### src/rtl/pc_flow_if.sv
// Handshake bundle between the main control FSM (master) and the PC update
// sequencer (slave): request fields in, PC/EPC strobes and status out.
interface pc_flow_if;
  logic       req_valid;
  logic [2:0] req_kind;
  logic       br_taken;
  logic [1:0] exc_code;
  logic [2:0] pc_source;
  logic       pc_write;
  logic       epc_write;
  logic       vec_rd;
  logic [7:0] vec_addr;
  logic       busy;
  logic       done;
  logic       in_handler;
  logic       halted;

  modport master (
    output req_valid, req_kind, br_taken, exc_code,
    input  pc_source, pc_write, epc_write, vec_rd, vec_addr,
    input  busy, done, in_handler, halted
  );

  modport slave (
    input  req_valid, req_kind, br_taken, exc_code,
    output pc_source, pc_write, epc_write, vec_rd, vec_addr,
    output busy, done, in_handler, halted
  );
endinterface

### src/rtl/pc_flow_ctrl.sv
// PC-update sequencer: one request at a time, multi-cycle exception entry.
// Optional macro PC_NESTED_EXC_EN lets an exception inside a handler re-enter instead of halting.
module pc_flow_ctrl #(
  parameter int         MEM_LAT  = 2,
  parameter logic [7:0] VEC_BASE = 8'd253
) (
  input  logic     clk,
  input  logic     reset,
  pc_flow_if.slave fc
);

  localparam int            CW       = (MEM_LAT > 1) ? $clog2(MEM_LAT) : 1;
  localparam logic [CW-1:0] CNT_LOAD = CW'(MEM_LAT - 1);

  localparam logic [2:0] K_SEQ    = 3'b000;
  localparam logic [2:0] K_BRANCH = 3'b001;
  localparam logic [2:0] K_JUMP   = 3'b010;
  localparam logic [2:0] K_JR     = 3'b011;
  localparam logic [2:0] K_RTE    = 3'b100;
  localparam logic [2:0] K_EXC    = 3'b101;

  localparam logic [2:0] PS_PC     = 3'b000;
  localparam logic [2:0] PS_ALU    = 3'b001;
  localparam logic [2:0] PS_EPC    = 3'b010;
  localparam logic [2:0] PS_MDR    = 3'b011;
  localparam logic [2:0] PS_ALUOUT = 3'b100;

`ifdef PC_NESTED_EXC_EN
  localparam logic NESTED_OK = 1'b1;
`else
  localparam logic NESTED_OK = 1'b0;
`endif

  typedef enum logic [2:0] {
    S_IDLE     = 3'd0,
    S_EXEC     = 3'd1,
    S_EXC_EPC  = 3'd2,
    S_EXC_WAIT = 3'd3,
    S_EXC_LOAD = 3'd4,
    S_HALT     = 3'd5
  } state_t;

  state_t        state_r;
  logic [CW-1:0] cnt_r;
  logic [2:0]    pc_source_r;
  logic          pc_write_r;
  logic          epc_write_r;
  logic          vec_rd_r;
  logic [7:0]    vec_addr_r;
  logic          busy_r;
  logic          done_r;
  logic          in_handler_r;
  logic          halted_r;

  // Reserved code 11 shares the invalid-opcode vector.
  function automatic logic [7:0] vec_offset(input logic [1:0] code);
    logic [7:0] off;
    case (code)
      2'b01:   off = 8'd1;
      2'b10:   off = 8'd2;
      default: off = 8'd0;
    endcase
    return off;
  endfunction

  assign fc.pc_source  = pc_source_r;
  assign fc.pc_write   = pc_write_r;
  assign fc.epc_write  = epc_write_r;
  assign fc.vec_rd     = vec_rd_r;
  assign fc.vec_addr   = vec_addr_r;
  assign fc.busy       = busy_r;
  assign fc.done       = done_r;
  assign fc.in_handler = in_handler_r;
  assign fc.halted     = halted_r;

  // Sequencer state, wait counter and all registered outputs.
  always_ff @(posedge clk) begin
    if (reset) begin
      state_r      <= S_IDLE;
      cnt_r        <= '0;
      pc_source_r  <= PS_PC;
      pc_write_r   <= 1'b0;
      epc_write_r  <= 1'b0;
      vec_rd_r     <= 1'b0;
      vec_addr_r   <= 8'd0;
      busy_r       <= 1'b0;
      done_r       <= 1'b0;
      in_handler_r <= 1'b0;
      halted_r     <= 1'b0;
    end else begin
      pc_write_r  <= 1'b0;
      epc_write_r <= 1'b0;
      vec_rd_r    <= 1'b0;
      done_r      <= 1'b0;
      case (state_r)
        S_IDLE: begin
          pc_source_r <= PS_PC;
          busy_r      <= 1'b0;
          if (fc.req_valid) begin
            case (fc.req_kind)
              K_SEQ, K_JR: begin
                state_r     <= S_EXEC;
                pc_source_r <= PS_ALU;
                pc_write_r  <= 1'b1;
                done_r      <= 1'b1;
                busy_r      <= 1'b1;
              end
              K_BRANCH: begin
                state_r     <= S_EXEC;
                pc_source_r <= PS_ALUOUT;
                pc_write_r  <= fc.br_taken;
                done_r      <= 1'b1;
                busy_r      <= 1'b1;
              end
              K_JUMP: begin
                state_r     <= S_EXEC;
                pc_source_r <= PS_ALUOUT;
                pc_write_r  <= 1'b1;
                done_r      <= 1'b1;
                busy_r      <= 1'b1;
              end
              K_RTE: begin
                state_r     <= S_EXEC;
                pc_source_r <= PS_EPC;
                pc_write_r  <= 1'b1;
                done_r      <= 1'b1;
                busy_r      <= 1'b1;
              end
              K_EXC: begin
                busy_r <= 1'b1;
                if (in_handler_r && !NESTED_OK) begin
                  state_r  <= S_HALT;
                  halted_r <= 1'b1;
                end else begin
                  state_r     <= S_EXC_EPC;
                  epc_write_r <= 1'b1;
                  vec_rd_r    <= 1'b1;
                  vec_addr_r  <= VEC_BASE + vec_offset(fc.exc_code);
                end
              end
              default: state_r <= S_IDLE;
            endcase
          end else begin
            state_r <= S_IDLE;
          end
        end
        S_EXEC: begin
          state_r     <= S_IDLE;
          pc_source_r <= PS_PC;
          busy_r      <= 1'b0;
          // An RTE is the only EXEC kind that selects EPC.
          if (pc_source_r == PS_EPC) begin
            in_handler_r <= 1'b0;
          end else begin
            in_handler_r <= in_handler_r;
          end
        end
        S_EXC_EPC: begin
          state_r     <= S_EXC_WAIT;
          cnt_r       <= CNT_LOAD;
          pc_source_r <= PS_PC;
        end
        S_EXC_WAIT: begin
          if (cnt_r == '0) begin
            state_r     <= S_EXC_LOAD;
            pc_source_r <= PS_MDR;
            pc_write_r  <= 1'b1;
            done_r      <= 1'b1;
          end else begin
            cnt_r <= cnt_r - CW'(1);
          end
        end
        S_EXC_LOAD: begin
          state_r      <= S_IDLE;
          cnt_r        <= '0;
          pc_source_r  <= PS_PC;
          busy_r       <= 1'b0;
          in_handler_r <= 1'b1;
        end
        S_HALT: begin
          state_r     <= S_HALT;
          pc_source_r <= PS_PC;
          busy_r      <= 1'b1;
          halted_r    <= 1'b1;
        end
        default: begin
          state_r      <= S_IDLE;
          cnt_r        <= '0;
          pc_source_r  <= PS_PC;
          vec_addr_r   <= 8'd0;
          busy_r       <= 1'b0;
          in_handler_r <= 1'b0;
          halted_r     <= 1'b0;
        end
      endcase
    end
  end

endmodule

### src/flat_wrapper.sv
// flat-port wrapper written by rule: the top's interface ports become plain ports
module pc_flow_ctrl_flat 
#(
  parameter int         MEM_LAT  = 2,
  parameter logic [7:0] VEC_BASE = 8'd253
)
  (clk, reset, fc_req_valid, fc_req_kind, fc_br_taken, fc_exc_code, fc_pc_source, fc_pc_write, fc_epc_write, fc_vec_rd, fc_vec_addr, fc_busy, fc_done, fc_in_handler, fc_halted);
  pc_flow_if fc_i ();
  input  logic clk;
  input  logic reset;
  input wire logic [$bits(fc_i.req_valid)-1:0] fc_req_valid;
  input wire logic [$bits(fc_i.req_kind)-1:0] fc_req_kind;
  input wire logic [$bits(fc_i.br_taken)-1:0] fc_br_taken;
  input wire logic [$bits(fc_i.exc_code)-1:0] fc_exc_code;
  output wire logic [$bits(fc_i.pc_source)-1:0] fc_pc_source;
  output wire logic [$bits(fc_i.pc_write)-1:0] fc_pc_write;
  output wire logic [$bits(fc_i.epc_write)-1:0] fc_epc_write;
  output wire logic [$bits(fc_i.vec_rd)-1:0] fc_vec_rd;
  output wire logic [$bits(fc_i.vec_addr)-1:0] fc_vec_addr;
  output wire logic [$bits(fc_i.busy)-1:0] fc_busy;
  output wire logic [$bits(fc_i.done)-1:0] fc_done;
  output wire logic [$bits(fc_i.in_handler)-1:0] fc_in_handler;
  output wire logic [$bits(fc_i.halted)-1:0] fc_halted;
  assign fc_i.req_valid = fc_req_valid;
  assign fc_i.req_kind = fc_req_kind;
  assign fc_i.br_taken = fc_br_taken;
  assign fc_i.exc_code = fc_exc_code;
  assign fc_pc_source = fc_i.pc_source;
  assign fc_pc_write = fc_i.pc_write;
  assign fc_epc_write = fc_i.epc_write;
  assign fc_vec_rd = fc_i.vec_rd;
  assign fc_vec_addr = fc_i.vec_addr;
  assign fc_busy = fc_i.busy;
  assign fc_done = fc_i.done;
  assign fc_in_handler = fc_i.in_handler;
  assign fc_halted = fc_i.halted;
  pc_flow_ctrl #(.MEM_LAT(MEM_LAT), .VEC_BASE(VEC_BASE)) u_core (.clk(clk), .reset(reset), .fc(fc_i));
endmodule
### config.mk
export PLATFORM = sky130hd
export DESIGN_NAME = pc_flow_ctrl_flat
export DESIGN_NICKNAME = d
export VERILOG_FILES = /design/src/rtl/pc_flow_if.sv /design/src/rtl/pc_flow_ctrl.sv /design/src/flat_wrapper.sv
export SDC_FILE = /design/constraint.sdc
export NUM_CORES = 1
export LEC_CHECK = 0
export CORE_ASPECT_RATIO = 1.1
export CORE_UTILIZATION = 43
export CTS_CLUSTER_DIAMETER = 150
export CTS_CLUSTER_SIZE = 24
export DETAILED_ROUTE_END_ITERATION = 12
export PLACE_DENSITY = 0.83
export SYNTH_ARGS = -nofsm -noshare
export SYNTH_HDL_FRONTEND = slang
export SYNTH_SLANG_ARGS = --single-unit
### constraint.sdc
create_clock -name clk -period 1.78 [get_ports clk]
set_clock_uncertainty 0.05 [all_clocks]
set_input_delay 0.267 -clock clk [delete_from_list [all_inputs] [get_ports clk]]
set_output_delay 0.267 -clock clk [all_outputs]
set_load 0.1 [all_outputs]
== Word level (Yosys, flattened, before mapping) ==
Index checks and enable logic that the tools add are counted.

* Input bits: 9
* Register bits after elaboration: 21
* Word-level logic and storage cells: 91
* Output and inout bits: 18

* Bitwise logic cells: 6
* Multiplexer cells: 38
* Reductions and logical operators: 16
* Equality and inequality tests: 19
* $add $sub $neg: 2

{| class="wikitable"
|+ Operators with widths
! kind !! count
|-
| 8-bit two-way mux || 8
|-
| 8-bit case mux with 2 select lines || 1
|-
| 4-bit OR reduction || 4
|-
| 3-bit by 2-bit equality test with 1-bit output (second input constant) || 5
|-
| 3-bit two-way mux || 5
|-
| 3-bit equality test (second input constant) || 4
|-
| 1-bit two-way mux || 12
|-
| 1-bit case mux with 3 select lines || 4
|-
| 3-bit case mux with 2 select lines || 2
|-
| 3-bit case mux with 4 select lines || 1
|-
| 5-bit OR reduction || 2
|-
| 3-bit case mux with 3 select lines || 1
|-
| 8-bit adder (first input constant) || 1
|-
| 2-bit inequality test (second input constant) || 4
|-
| 4-bit AND reduction || 2
|-
| 3-bit by 1-bit equality test with 1-bit output (second input constant) || 2
|-
| 3-bit logical NOT || 2
|-
| 1-bit inverter || 6
|-
| 1-bit case mux with 2 select lines || 3
|-
| 2-bit OR reduction || 3
|-
| 6-bit OR reduction || 1
|-
| 2-bit by 1-bit inequality test with 1-bit output (second input constant) || 2
|-
| 2-bit case mux with 2 select lines || 1
|-
| 3-bit OR reduction || 1
|-
| other kinds (4) || 4
|}

== Logic depth before layout (Yosys ltp) ==
* Word-level depth: 12
* Mapped depth: 4
* Mapped depth without buffers: 4

== Worst setup path after synthesis ==
Ideal clock, no wire load.

* Path kind: register to output
* Start point: register u_core.fc.vec_addr[6] (netlist name)
* End point: output port fc_vec_addr[3]
* Slack: 0.018 ns
* Path buffers: 1
* Stages on the path, launching flop included: 2
* Arrival time: 1.445 ns
* Required time: 1.463 ns
* Cells stage by stage: dfxtp_1 > buf_4

{| class="wikitable"
|+ RTL lines
! item !! RTL line !! RTL
|-
| end: declaration || flat_wrapper.sv:19 || <nowiki>output wire logic [$bits(fc_i.vec_addr)-1:0] fc_vec_addr;</nowiki>
|}

==> reports/metrics.sh <==
NUMBER_OF_CELLS_TRAVERSED_BY_THE_WORST_REGISTER_TO_REGISTER_PATH=4
FINALWIRELENGTH_UM=1900
HOLD_PATH.CLASS='reg2reg'
START_UTIL_PCT=46.3
FIRST_GLOBAL_VIAS=647
WORST_EP_ARRIVAL_TIME_NS=1.25
ROWS=16
CRITICAL-PATH-MAX-STAGE-DELAY_NS=0.71
POST_CTS.RESIZED_INSTANCES=0
IOPINCOUNT=27
FINISH.UTILIZATION_PCT=70.8
GLOBAL_ROUTE.OVERFLOW_TOTAL=0
CHIPHEIGHT_UM=48.2
CLOCK_SINK_COUNT=16
LAYOUT-DRIVE-GT1-SHARE_PCT=26.9
SETUP.WORST_PATH.START_CLASS='flip-flop'
FILLERINSTANCES=130
FIN_CELLS=137
POST_SYNTH_NUM_CELL_TYPES=34
SETUP_REPAIR_AFTER_GLOBAL_ROUTING_MISSED_ITS_MARGIN='false'
FIN_NETS=131
POWER.LEAKAGE_nW=0.515
VIASPERCELL=5.58
CRITICAL_PATH_REQUIRED_NS=1.46
GRT_ANTENNA_BEFORE_REPAIR=0
HPWLAFTERDP_UM=1400
DETAIL_ROUTE.WL_PER_CELL_UM=13.8
MIN_PERIOD_OVER_PERIOD_PCT=88.2
SYNTH.AVG_CELL_AREA_UM2=8.97
FLOORPLAN.CORE_AREA_UM2=1800
FP.DIEAREA_UM2=2120
CLOCK-ROOT-BUFFER='sky130_fd_sc_hd__clkbuf_4'
MAX-CLOCK-PATH-BUFFERS=2
CP_MAX_FO=7
POST_CTS_HOLD_BUFFER_COUNT=0
CTS_INSERTED_BUFFERS=3
CP_TOP_FAMILY='flip-flops'
SYNTH_TOP_CELL_BY_AREA='sky130_fd_sc_hd__dfxtp_1'
GLOBAL_ROUTE.USAGE.TOTAL_PCT=19.5
RUN_STATUS='completed'
WORST_IR_DROP_ON_VDD_mV=0.428
YOSYSSEQAREASHARE_PCT=38.4
POWER.DENSITY_nW_PER_UM2=678
DRT_FIRST_PASS_ITERS=6
WORST_SETUP_HOLD_PATH_CLK_SLEW_NS=0.10
POST-PLACE-CELLS=133
FINALCRITICALPERIOD_NS=1.57
CELLS_AFTER_SYNTH=93
GRT_START_MAX_NET_PINS=14
FINALSETUPVIOLATIONS=0
CRITICAL_PATH_CELL_COUNT=1
HTREE_NUM_LEVELS=1
PATH_BUF_INV=1
DETAIL_ROUTE.DRC_VIOLATIONS=0
PLACEMENT.IO_BUFFERS=26
MAX_FREQ_MHz=637
GRT_FIRST_PASS_WIRELENGTH_UM=2940
CRITPATHSLOWESTCELL='sky130_fd_sc_hd__dfxtp_1'
DRV.MAX_CAP_VIOLATION_COUNT=0
TIGHTEST_SLEW_NS=0.601
PLACE_CONGESTION=0.798
CTS_TREE='done'
YS_FF_LATCH=16
FINAL_ANTENNA_NET_COUNT=0
LATER_PIN_CLOCK_LATENCY_IN_THE_SKEW_REPORT_NS=0.29
SYNTHESIS.NETS=104
PATH_CLASS='reg2out'
END_KIND='primary output'
REG2REG_SLACK_NS=0.35
DIE_WIDTH_UM=44.0
SYNTH_TOP_AREA_SHARE_PCT=38.4
DETAILEDROUTE.FIRSTITERATIONVIOLATIONS=28
AREA_GROWTH_PCT=52.8
WORST_SLEW_MARGIN_RELATIVE_TO_ITS_LIMIT_PCT=59.9
FINALHOLDVIOLCOUNT=0
POST-CTS-SETUP-BUFFERS=0
SYNTH.AREA.TOP_CELLS='sky130_fd_sc_hd__dfxtp_1 38%, sky130_fd_sc_hd__buf_4 6.3%, sky130_fd_sc_hd__nand2_1 5.4%, sky130_fd_sc_hd__mux2i_1 3.6%, sky130_fd_sc_hd__o21ai_0 3.6%'
NUMBER_OF_WARNINGS_ISSUED_BY_YOSYS=0
ROUTED_VIAS=765
FINAL_MAX_SLEW_VIOL_COUNT=0
TIMING.HOLD.WORST_PATH_DEPTH=2
POST_SYNTH_INSTANCE_AREA_UM2=835
N_ANTENNA_CELL=0
CRIT_CHAIN='buf_12'
layer usage:
metal,global-route usage [%],part of all wire (%)
met1,22.1,42
met2,35.6,50
met3,4.07,6.1
met4,9.09,1.5
met5,0,0
final cells by class:
type / instances / area [µm²] / area share [%]
Clock buffer: 4 / 36.3 / 2.85
Sequential cell: 16 / 320 / 25.1
Timing Repair Buffer: 32 / 460 / 36.1
Inverter: 3 / 11.3 / 0.883
Multi-Input combinational cell: 64 / 424 / 33.3
Tap cell: 18 / 22.5 / 1.77
cell usage after synthesis:
| cell type | n |
|---|---|
| sky130_fd_sc_hd__a21oi_1 | 5 |
| sky130_fd_sc_hd__nor3_1 | 1 |
| sky130_fd_sc_hd__nand4_1 | 1 |
| sky130_fd_sc_hd__inv_1 | 3 |
| sky130_fd_sc_hd__a41oi_1 | 1 |
| sky130_fd_sc_hd__xnor2_1 | 1 |
| sky130_fd_sc_hd__or3_1 | 1 |
| sky130_fd_sc_hd__o211ai_1 | 1 |
| sky130_fd_sc_hd__o32ai_1 | 1 |
| sky130_fd_sc_hd__clkbuf_1 | 1 |
| sky130_fd_sc_hd__nand3b_1 | 2 |
| sky130_fd_sc_hd__nand3_1 | 2 |
| sky130_fd_sc_hd__ha_1 | 2 |
| sky130_fd_sc_hd__nand2_1 | 12 |
| sky130_fd_sc_hd__and4bb_1 | 1 |
| sky130_fd_sc_hd__nor2b_1 | 4 |
| sky130_fd_sc_hd__o21ai_0 | 6 |
| sky130_fd_sc_hd__nor2_1 | 5 |
| sky130_fd_sc_hd__and3b_1 | 1 |
| sky130_fd_sc_hd__dfxtp_1 | 16 |
| sky130_fd_sc_hd__mux2i_1 | 3 |
| sky130_fd_sc_hd__a21boi_1 | 1 |
| sky130_fd_sc_hd__buf_6 | 2 |
| sky130_fd_sc_hd__nand2_2 | 1 |
| sky130_fd_sc_hd__o21ba_2 | 1 |
| sky130_fd_sc_hd__o22ai_1 | 1 |
| sky130_fd_sc_hd__a2111o_1 | 1 |
| sky130_fd_sc_hd__o21a_1 | 1 |
| sky130_fd_sc_hd__a2111oi_2 | 1 |
| sky130_fd_sc_hd__a31oi_1 | 3 |
| sky130_fd_sc_hd__nand2b_1 | 1 |
| sky130_fd_sc_hd__or4_1 | 2 |
| sky130_fd_sc_hd__buf_4 | 7 |
| sky130_fd_sc_hd__nor4b_4 | 1 |
report_power, final:
group	internal, W	switching (W)	total, W
logic	0.0000922	0.000140	0.000232
clock network	0.000125	0.000118	0.000242
registers	0.000370	0.0000211	0.000391
cells in the final DEF (no fill, tap or decap), drive strengths merged, types with 3 or more instances in the layout:
| master | n |
|---|---|
| dfxtp | 16 |
| buf | 24 |
| a31oi | 3 |
| a21oi | 5 |
| clkdlybuf4s50 | 8 |
| inv | 3 |
| mux2i | 3 |
| o21ai | 6 |
| clkbuf | 4 |
| nor2 | 5 |
| nand2 | 13 |
| nor2b | 4 |
worst min-delay path: stages, from the launching register on:
cell,delay [ns]
sky130_fd_sc_hd__dfxtp_1,0.35
sky130_fd_sc_hd__nand2_1,0.06
sky130_fd_sc_hd__mux2i_1,0.06
registers in the layout (all words and copies together), names as in the netlist:
register,cells
u_core.fc.pc_source,3
u_core.fc.vec_addr,3
u_core.state_r,3
u_core.cnt_r,1
u_core.fc.busy,1
u_core.fc.done,1
u_core.fc.epc_write,1
u_core.fc.halted,1
u_core.fc.in_handler,1
u_core.fc.pc_write,1
worst paths after layout:
kind / from / endpoint
hold / removal: u_core.fc.vec_addr[0]$_SDFFE_PP0P_ / u_core.fc.vec_addr[0]$_SDFFE_PP0P_
setup / recovery: u_core.fc.vec_addr[6]$_SDFFE_PP0P_ / fc_vec_addr[4]
hold reg to reg: u_core.fc.vec_addr[0]$_SDFFE_PP0P_ / u_core.fc.vec_addr[0]$_SDFFE_PP0P_
setup reg to reg: u_core.state_r[2]$_SDFFE_PP0P_ / u_core.state_r[2]$_SDFFE_PP0P_
kinds of logic (layout without fill, tap and decap cells):
logic type	Yosys count	after routing	synth area share, %
buffers and inverters	13	39	10.8
adder cells (fa/ha/maj)	2	2	3.00
multiplexers	3	3	3.60
flip-flops	16	16	38.4
AO/OA/AOI/OAI	23	23	18.7
AND/OR/NAND/NOR	35	35	24.4
XOR/XNOR	1	1	1.05
stage by stage:
stage	TNS, ns	hold WS (ns)	worst slack, ns	total power, W	area, µm²
after floorplan	0	0.293	0.0180	0.000541	835
after CTS	0	0.467	0.195	0.000869	1270
after detailed placement	-0.0157	0.454	-0.0157	0.000629	1240
final	0	0.462	0.210	0.000865	1270
after global placement	0	0.430	0.0326	0.000625	1240
after global routing	0	0.503	0.128	0.000900	1270
Note: power is estimated with default switching activity, not from simulation.
